File: src/rtl/sram_array_seq.sv
// Access sequencer for a ROWS x COLS mixed-signal SRAM array: turns a
// request/response handshake into timed precharge, wordline, write-driver and sense pulses.
module sram_array_seq #(
  parameter int ROWS    = 4,
  parameter int COLS    = 8,
  parameter int PRE_CYC = 2,
  parameter int WR_CYC  = 3,
  parameter int RD_CYC  = 3,
  parameter int SA_CYC  = 1,
  localparam int ADDR_W = (ROWS > 1) ? $clog2(ROWS) : 1
) (
  input  logic              clk,
  input  logic              rst,
  input  logic              req_valid,
  output logic              req_ready,
  input  logic              req_we,
  input  logic [ADDR_W-1:0] req_addr,
  input  logic [COLS-1:0]   req_wdata,
  output logic              rsp_valid,
  output logic              rsp_err,
  output logic [COLS-1:0]   rsp_rdata,
  output logic              precharge,
  output logic [ROWS-1:0]   wl_wr,
  output logic [ROWS-1:0]   wl_rd,
  output logic              wr_en,
  output logic [COLS-1:0]   din,
  output logic              sae,
  input  logic [COLS-1:0]   sa_out
);

  localparam int MAX_AB  = (PRE_CYC > WR_CYC) ? PRE_CYC : WR_CYC;
  localparam int MAX_CD  = (RD_CYC > SA_CYC) ? RD_CYC : SA_CYC;
  localparam int MAX_CYC = (MAX_AB > MAX_CD) ? MAX_AB : MAX_CD;
  localparam int CNT_W   = (MAX_CYC > 1) ? $clog2(MAX_CYC) : 1;

  localparam logic [ADDR_W:0] ROWS_L = (ADDR_W+1)'(ROWS);

  localparam logic [2:0] ST_IDLE  = 3'd0;
  localparam logic [2:0] ST_PRE   = 3'd1;
  localparam logic [2:0] ST_WRITE = 3'd2;
  localparam logic [2:0] ST_RDWL  = 3'd3;
  localparam logic [2:0] ST_SENSE = 3'd4;
  localparam logic [2:0] ST_DONE  = 3'd5;

  logic [2:0]        state;
  logic [2:0]        state_nxt;
  logic [CNT_W-1:0]  cnt;
  logic [CNT_W-1:0]  cnt_nxt;
  logic              we_q;
  logic [ADDR_W-1:0] addr_q;
  logic [COLS-1:0]   wdata_q;
  logic              err_q;
  logic              addr_ok;
  logic              err_nxt;
  logic              accept;
  logic [ROWS-1:0]   row_sel;

  assign addr_ok = ({1'b0, req_addr} < ROWS_L);
  assign accept  = (state == ST_IDLE) && req_valid;
  assign err_nxt = (state == ST_IDLE) ? !addr_ok : err_q;

  // Row decode of the latched address; out-of-range addresses select nothing.
  always_comb begin
    row_sel = '0;
    for (int i = 0; i < ROWS; i++) begin
      row_sel[i] = (addr_q == ADDR_W'(i));
    end
  end

  // Next-state and phase counter; the counter reloads on every state entry.
  always_comb begin
    state_nxt = state;
    cnt_nxt   = cnt;
    case (state)
      ST_IDLE: begin
        if (req_valid) begin
          if (addr_ok) begin
            state_nxt = ST_PRE;
            cnt_nxt   = CNT_W'(PRE_CYC - 1);
          end else begin
            state_nxt = ST_DONE;
            cnt_nxt   = '0;
          end
        end else begin
          state_nxt = ST_IDLE;
        end
      end
      ST_PRE: begin
        if (cnt == '0) begin
          if (we_q) begin
            state_nxt = ST_WRITE;
            cnt_nxt   = CNT_W'(WR_CYC - 1);
          end else begin
            state_nxt = ST_RDWL;
            cnt_nxt   = CNT_W'(RD_CYC - 1);
          end
        end else begin
          cnt_nxt = cnt - CNT_W'(1);
        end
      end
      ST_WRITE: begin
        if (cnt == '0) begin
          state_nxt = ST_DONE;
        end else begin
          cnt_nxt = cnt - CNT_W'(1);
        end
      end
      ST_RDWL: begin
        if (cnt == '0) begin
          state_nxt = ST_SENSE;
          cnt_nxt   = CNT_W'(SA_CYC - 1);
        end else begin
          cnt_nxt = cnt - CNT_W'(1);
        end
      end
      ST_SENSE: begin
        if (cnt == '0) begin
          state_nxt = ST_DONE;
        end else begin
          cnt_nxt = cnt - CNT_W'(1);
        end
      end
      ST_DONE: begin
        state_nxt = ST_IDLE;
        cnt_nxt   = '0;
      end
      default: begin
        state_nxt = ST_IDLE;
        cnt_nxt   = '0;
      end
    endcase
  end

  // State, counter and request latch.
  always_ff @(posedge clk or posedge rst) begin
    if (rst) begin
      state   <= ST_IDLE;
      cnt     <= '0;
      we_q    <= 1'b0;
      addr_q  <= '0;
      wdata_q <= '0;
      err_q   <= 1'b0;
    end else begin
      state <= state_nxt;
      cnt   <= cnt_nxt;
      if (accept) begin
        we_q    <= req_we;
        addr_q  <= req_addr;
        wdata_q <= req_wdata;
        err_q   <= !addr_ok;
      end
    end
  end

  // Outputs are registered from the next state, so every pulse is glitch-free
  // and precharge falls on the same edge that raises the wordline.
  always_ff @(posedge clk or posedge rst) begin
    if (rst) begin
      req_ready <= 1'b1;
      rsp_valid <= 1'b0;
      rsp_err   <= 1'b0;
      rsp_rdata <= '0;
      precharge <= 1'b0;
      wl_wr     <= '0;
      wl_rd     <= '0;
      wr_en     <= 1'b0;
      din       <= '0;
      sae       <= 1'b0;
    end else begin
      req_ready <= (state_nxt == ST_IDLE);
      rsp_valid <= (state_nxt == ST_DONE);
      rsp_err   <= (state_nxt == ST_DONE) && err_nxt;
      rsp_rdata <= ((state == ST_SENSE) && (state_nxt == ST_DONE)) ? sa_out : '0;
      precharge <= (state_nxt == ST_PRE);
      wl_wr     <= (state_nxt == ST_WRITE) ? row_sel : '0;
      wl_rd     <= ((state_nxt == ST_RDWL) || (state_nxt == ST_SENSE)) ? row_sel : '0;
      wr_en     <= (state_nxt == ST_WRITE);
      din       <= (state_nxt == ST_WRITE) ? wdata_q : '0;
      sae       <= (state_nxt == ST_SENSE);
    end
  end

endmodule

File: config.mk
export PLATFORM = sky130hd
export DESIGN_NAME = sram_array_seq
export DESIGN_NICKNAME = d
export VERILOG_FILES = /design/src/rtl/sram_array_seq.sv
export SDC_FILE = /design/constraint.sdc
export NUM_CORES = 1
export LEC_CHECK = 0
export ABC_AREA = 1
export CAP_MARGIN = 10
export CORE_ASPECT_RATIO = 0.7
export CORE_MARGIN = 2
export CORE_UTILIZATION = 45
export CTS_BUF_LIST = sky130_fd_sc_hd__clkbuf_8
export CTS_CLUSTER_DIAMETER = 40
export DETAILED_ROUTE_END_ITERATION = 8
export DONT_BUFFER_PORTS = 1
export HOLD_SLACK_MARGIN = 0.05
export MAX_ROUTING_LAYER = met4
export PLACE_DENSITY = 0.64
export SETUP_SLACK_MARGIN = 0.1
export SLEW_MARGIN = 20
export SYNTH_ARGS = -nofsm -noshare
export SYNTH_HDL_FRONTEND = slang
export SYNTH_SLANG_ARGS = --single-unit
export TNS_END_PERCENT = 20
File: constraint.sdc
create_clock -name clk -period 2.1 [get_ports clk]
set_input_delay 0.315 -clock clk [delete_from_list [all_inputs] [get_ports clk]]
set_output_delay 0.315 -clock clk [all_outputs]
set_load 0.02 [all_outputs]
==> results of run 1 <==
==> cell usage in the layout, fill, tap and decap left out, drive strengths merged <==
cell,count
inv,33
nand4,3
a21oi,7
dfstp,1
clkinv,1
conb,1
bufinv,1
nand2,28
clkbuf,5
nand3,7
nor2,25
o21ai,15
dfrtp,44
ha,3
nor3,3
==> path summary, 6_finish.rpt <==
check | startpoint | endpoint | depth (start not counted)
hold reg to reg | wdata_q[7] | din[7] | 2
setup reg to reg | cnt[0] | cnt[1] | 7
max in group asynchronous | rst | cnt[0] | 1
min in group clk | sa_out[4] | rsp_rdata[4] | 2
setup / recovery | cnt[0] | cnt[1] | 7
hold / removal | rst | wl_wr[1] | 1
==> cell type report <==
class | count | share of cell area, %
clock buffer | 5 | 3.69
clock inverter | 3 | 2.28
inverter | 32 | 6.44
multi-input combinational | 92 | 23.8
sequential | 45 | 60.4
tap | 50 | 3.35
==> logic make-up after synthesis <==
group	synth area share (%)
compound gates	6.41
fa+ha+maj	2.19
buf+inv	8.52
flops	65.6
other cells	0.218
simple gates	17.0
==> registers in the layout (all words and copies together) (netlist names) <==
signal     count
cnt            2
addr_q         2
rsp_rdata      8
req_ready      1
rsp_valid      1
state          3
din            8
we_q           1
wdata_q        8
precharge      1
wl_rd          4
wl_wr          4
wr_en          1
sae            1
==> power by group <==
group | switching [mW] | internal, mW | total [mW] | leakage (nW)
sequential | 0.311 | 1.15 | 1.46 | 0.595
clock | 0.281 | 0.352 | 0.634 | 0.0595
combinational | 0.561 | 0.229 | 0.790 | 0.333
total | 1.15 | 1.73 | 2.88 | 0.988
==> metrics by stage <==
step / cells / hold slack [ps]
6_report: 227 / 79.9
4_1_cts: 227 / 112
3_3_place_gp: 219 / 412
5_1_grt: 227 / 108
2_1_floorplan: 173 / 421
3_5_place_dp: 219 / 425
==> worst max-delay path, cell delays in order, from the launching register on <==
cell and delay (ps):
dfrtp_1 380, inv_1 120, ha_1 310, nand3_1 240, o21ai_0 140, inv_1 100
o21ai_0 110, o21ai_0 140
==> per-layer routing <==
| metal | part of all wire (%) | up-vias | GRT usage (%) |
|---|---|---|---|
| met5 | 0 | - | - |
| met4 | 3.1 | 0 | 8.42 |
| met3 | 6.6 | 11 | 4.87 |
| met2 | 45 | 44 | 24.3 |
| met1 | 45 | 509 | 20.2 |
| li1 | - | 529 | - |
==> impl_metrics.py, run 1 <==
metrics = {
    "cts": {
        "clk_pin_slew_worst_paths_ps": 80,
        "cts_sinks": 45,
        "cts_setup_buffers": 0,
        "clk_latency_ps": 290,
        "cts_resized": 0,
        "numCtsBuffers": 5,
        "clk_path_buf_depth": 2,
        "cts_root_buf": "clkbuf_8",
        "cts_htree_levels": 2,
        "ctsHoldBuffers": 0,
        "cts_tree": "done",
    },
    "timing": {
        "fmax_mhz": 596,
        "maxSlewViolCount": 0,
        "rsz0062_at_grt": "no",
        "tightestPinTransition_ps": 873,
        "setup_tns_ps": 0,
        "finalWorstSetupSlack_ps": 423,
        "setup_viol": 0,
        "skew_ps": 7.62,
        "min_period_ps": 1680,
        "fin_crit_sh_pct": 79.9,
        "slew_headroom_pct": 41.7,
        "hold_viol": 0,
    },
    "route": {
        "via_per_inst": 4.81,
        "vias": 1093,
        "wl_per_cell_um": 13.3,
        "drc": 0,
        "drt_iter0_markers": 67,
        "drt_pre_antenna_iters": 4,
        "routed_wl_um": 3020,
        "ant_nets": 0,
    },
    "setup_path": {
        "arrival_ps": 1830,
        "reg2reg_setup_slack_ps": 420,
        "critical_path_required_ps": 2250,
        "critical_path_class": "reg -> reg",
        "crit_path_end_kind": "register",
        "crit_fanout": 7,
        "start_kind": "register",
    },
    "synthesis": {
        "synth_commonest_cells": "dfrtp_1, inv_1, nand2_1, nor2_1, o21ai_0",
        "synth_ff_type": "dfrtp_1",
        "yosysWarnings": 0,
        "netlist-cell-type-count": 20,
        "syn_inst": 173,
        "ys_async_sr_fraction_pct": 100,
        "synth_edf_count": 0,
        "seq_area_frac_synth_pct": 65.6,
        "synth_area_mm2": 0.00172,
        "yosysTopAreaCell": "dfrtp_1",
        "postSynthAreaPerCell_um2": 9.93,
        "synth.most_common_cell": "dfrtp_1",
        "synth_nets": 198,
        "ys_seq_elements": 45,
        "synth_top_area_share_pct": 64.1,
        "synthTopCellsByArea": "dfrtp_1, inv_1, nand2_1",
    },
    "finish": {
        "antenna_cells": 0,
        "multi_input_area_um2": 444,
        "final_layout_size_suffix_gt1_share_pct": 9.04,
        "register_area_mm2": 0.00113,
        "nets": 201,
        "fillCellCount": 325,
        "post-route-util_pct": 52.1,
        "syn_to_final_growth_pct": 8.59,
        "postLayoutCellArea_mm2": 0.00187,
    },
    "floorplanning": {
        "chipHeight_um": 55.7,
        "ioPinCount": 52,
        "die_w_um": 77.9,
        "die_area_mm2": 0.00434,
        "core_area_mm2": 0.00358,
        "initial_core_util_pct": 48.0,
        "rows": 18,
    },
    "global_route": {
        "grt_overflow": 0,
        "grt_first_pass_wirelength_um": 5230,
        "antenna_found_initial": 0,
        "grt_pass1_vias": 1138,
        "track_usage_pct": 16.3,
        "grt_max_degree": 46,
    },
    "place": {
        "post-place-ws_ps": 451,
        "placed_area_mm2": 0.00175,
        "portBuffers": 0,
        "place_congestion": 0.820,
        "dp_hpwl_um": 2190,
    },
    "run_status": {
        "outcome": "complete, no violations",
    },
    "pwr": {
        "p_total_mw": 2.88,
        "cellLeakagePower_nw": 0.988,
        "power.density_mw_per_mm2": 1550,
        "peakVddDrop_mv": 0.534,
    },
    "hold_path": {
        "hold_path.class": "in -> async",
    },
    "run": {
        "cap_violations": 0,
    },
}
(Power assumes the default switching activity.)
==> run 2: changes to the inputs <==
==> constraint.sdc (replaced) <==
create_clock -name clk -period 1.7 [get_ports clk]
set_input_delay 0.255 -clock clk [delete_from_list [all_inputs] [get_ports clk]]
set_output_delay 0.255 -clock clk [all_outputs]
set_load 0.02 [all_outputs]
==> run 2 against run 1 <==
Net effect:
- critical path type unchanged
- via count is 4.5% higher
- clock power rose by 3.3%
- flip-flop and latch count unchanged
- critical endpoint is now wl_wr[0]
==> impl_metrics.py, run 2 (same netlist as run 1, synthesis figures left out) <==
metrics = {
    "run_status": {
        "outcome": "complete, no violations",
    },
    "finish": {
        "layout.cells.non_filler": 238,
        "mostFrequentLayoutCell": "dfrtp_1",
        "most-common-layout-cells": "dfrtp_1, nand2_1, inv_1, nor2_1, o21ai_0",
        "syn_to_final_growth_pct": 15.2,
        "antenna_cells": 0,
        "nets": 212,
        "top_regs": "din x8, rsp_rdata x8, wdata_q x8",
        "postLayoutCellArea_mm2": 0.00198,
        "final_layout_size_suffix_gt1_share_pct": 18.6,
        "post-route-util_pct": 55.3,
    },
    "pwr": {
        "cellLeakagePower_nw": 1.03,
        "power.density_mw_per_mm2": 1860,
        "peakVddDrop_mv": 0.724,
    },
    "hold_path": {
        "hold_path.class": "in -> reg",
    },
    "timing": {
        "setup_viol": 0,
        "timing.hold.ws_ps": 58.9,
        "hold_viol": 0,
        "fmax_mhz": 645,
        "skew_ps": 5.85,
        "rsz0062_at_grt": "yes",
        "setup_tns_ps": 0,
        "min_period_ps": 1550,
        "maxSlewViolCount": 0,
        "fin_crit_sh_pct": 91.2,
    },
    "route": {
        "routed_wl_um": 3150,
        "wl_per_cell_um": 13.2,
        "via_per_inst": 4.80,
        "drt_iter0_markers": 52,
        "ant_nets": 0,
        "drt_pre_antenna_iters": 4,
        "drc": 0,
        "vias": 1142,
    },
    "cts": {
        "numCtsBuffers": 5,
        "cts_sinks": 45,
        "clk_path_buf_depth": 2,
        "cts_tree": "done",
        "clk_pin_slew_worst_paths_ps": 90,
        "cts_root_buf": "clkbuf_8",
        "cts_htree_levels": 2,
        "clk_latency_ps": 300,
    },
    "place": {
        "dp_hpwl_um": 2240,
        "placed_area_mm2": 0.00178,
        "placed_cells": 221,
        "place_congestion": 0.772,
        "portBuffers": 0,
    },
    "floorplanning": {
        "rows": 18,
        "core_area_mm2": 0.00358,
        "chipHeight_um": 55.7,
        "die_w_um": 77.9,
        "ioPinCount": 52,
        "initial_core_util_pct": 48.0,
        "die_area_mm2": 0.00434,
    },
    "global_route": {
        "grt_first_pass_wirelength_um": 5260,
        "track_usage_pct": 16.3,
        "grt_pass1_vias": 1130,
        "grt_overflow": 0,
        "grt_max_degree": 26,
        "antenna_found_initial": 0,
    },
    "run": {
        "cap_violations": 0,
    },
    "setup_path": {
        "critical_path_required_ps": 1930,
        "crit_path_end_kind": "register",
        "arrival_ps": 1780,
        "crit_fanout": 12,
        "critical_path_class": "reg -> reg",
        "start_kind": "register",
    },
}
-- run 2: metal layers --
metal	vias to the layer above	routed length, um	global-route usage (%)
li1	552	-	-
met1	539	1420	20.8
met2	46	1470	24.0
met3	5	198	4.71
met4	0	63	7.91
met5	-	0	-
-- run 2: area by class of cell --
type,count,area (um^2)
multi-input cells,92,474
fillers,314,1600
flip-flops and latches,45,1130
inverters,32,125
clock buffers,5,68.8
well taps,50,62.6
repair buffers,11,100
clock inverters,3,21.3
-- run 2: report_power, final --
group	total, mW	switching [mW]	internal (mW)
Combinational	1.22	0.759	0.460
Sequential	1.81	0.392	1.42
Clock	0.655	0.363	0.291
Total	3.68	1.51	2.17
-- run 2: final timing paths --
kind                       startpoint      endpoint  slack (ps)  cells past startpoint
setup reg to reg               cnt[1]      wl_wr[0]         150                     10
min in group asynchronous         rst      wl_wr[0]         420                      2
hold / removal              sa_out[4]  rsp_rdata[4]          60                      2
hold reg to reg            wdata_q[3]        din[3]         490                      2
max in group asynchronous         rst     req_ready         730                      3
setup / recovery               cnt[1]      wl_wr[0]         150                     10
-- run 2: what timing repair did --
item | in CTS | in global routing
endpoints found under the hold margin | 21 | 0
setup buffers | 0 | 7
cloned | 0 | 0
resized for setup | 2 | 10
pin swaps | 0 | 4
setup endpoints to repair | 16 | 20
hold buffers | 2 | 0
-- run 2: stage by stage --
| step | total power [mW] | setup WS [ps] |
|---|---|---|
| finish | 3.68 | 149 |
| CTS | 3.51 | 104 |
| floorplan | 2.57 | 209 |
| global route | 3.98 | 11.9 |
| detailed placement | 2.81 | 11.1 |
| global placement | 2.73 | 88.0 |
-- run 2: worst max-delay path, stage by stage, from the launching register on --
cell and delay (ps):
dfrtp_1 400, inv_2 80, ha_4 170, nand2_1 60
nand3_1 80, nand2_1 60, nor2_2 150, nand2_2 120
nor2_4 170, inv_6 80, nor2_1 100
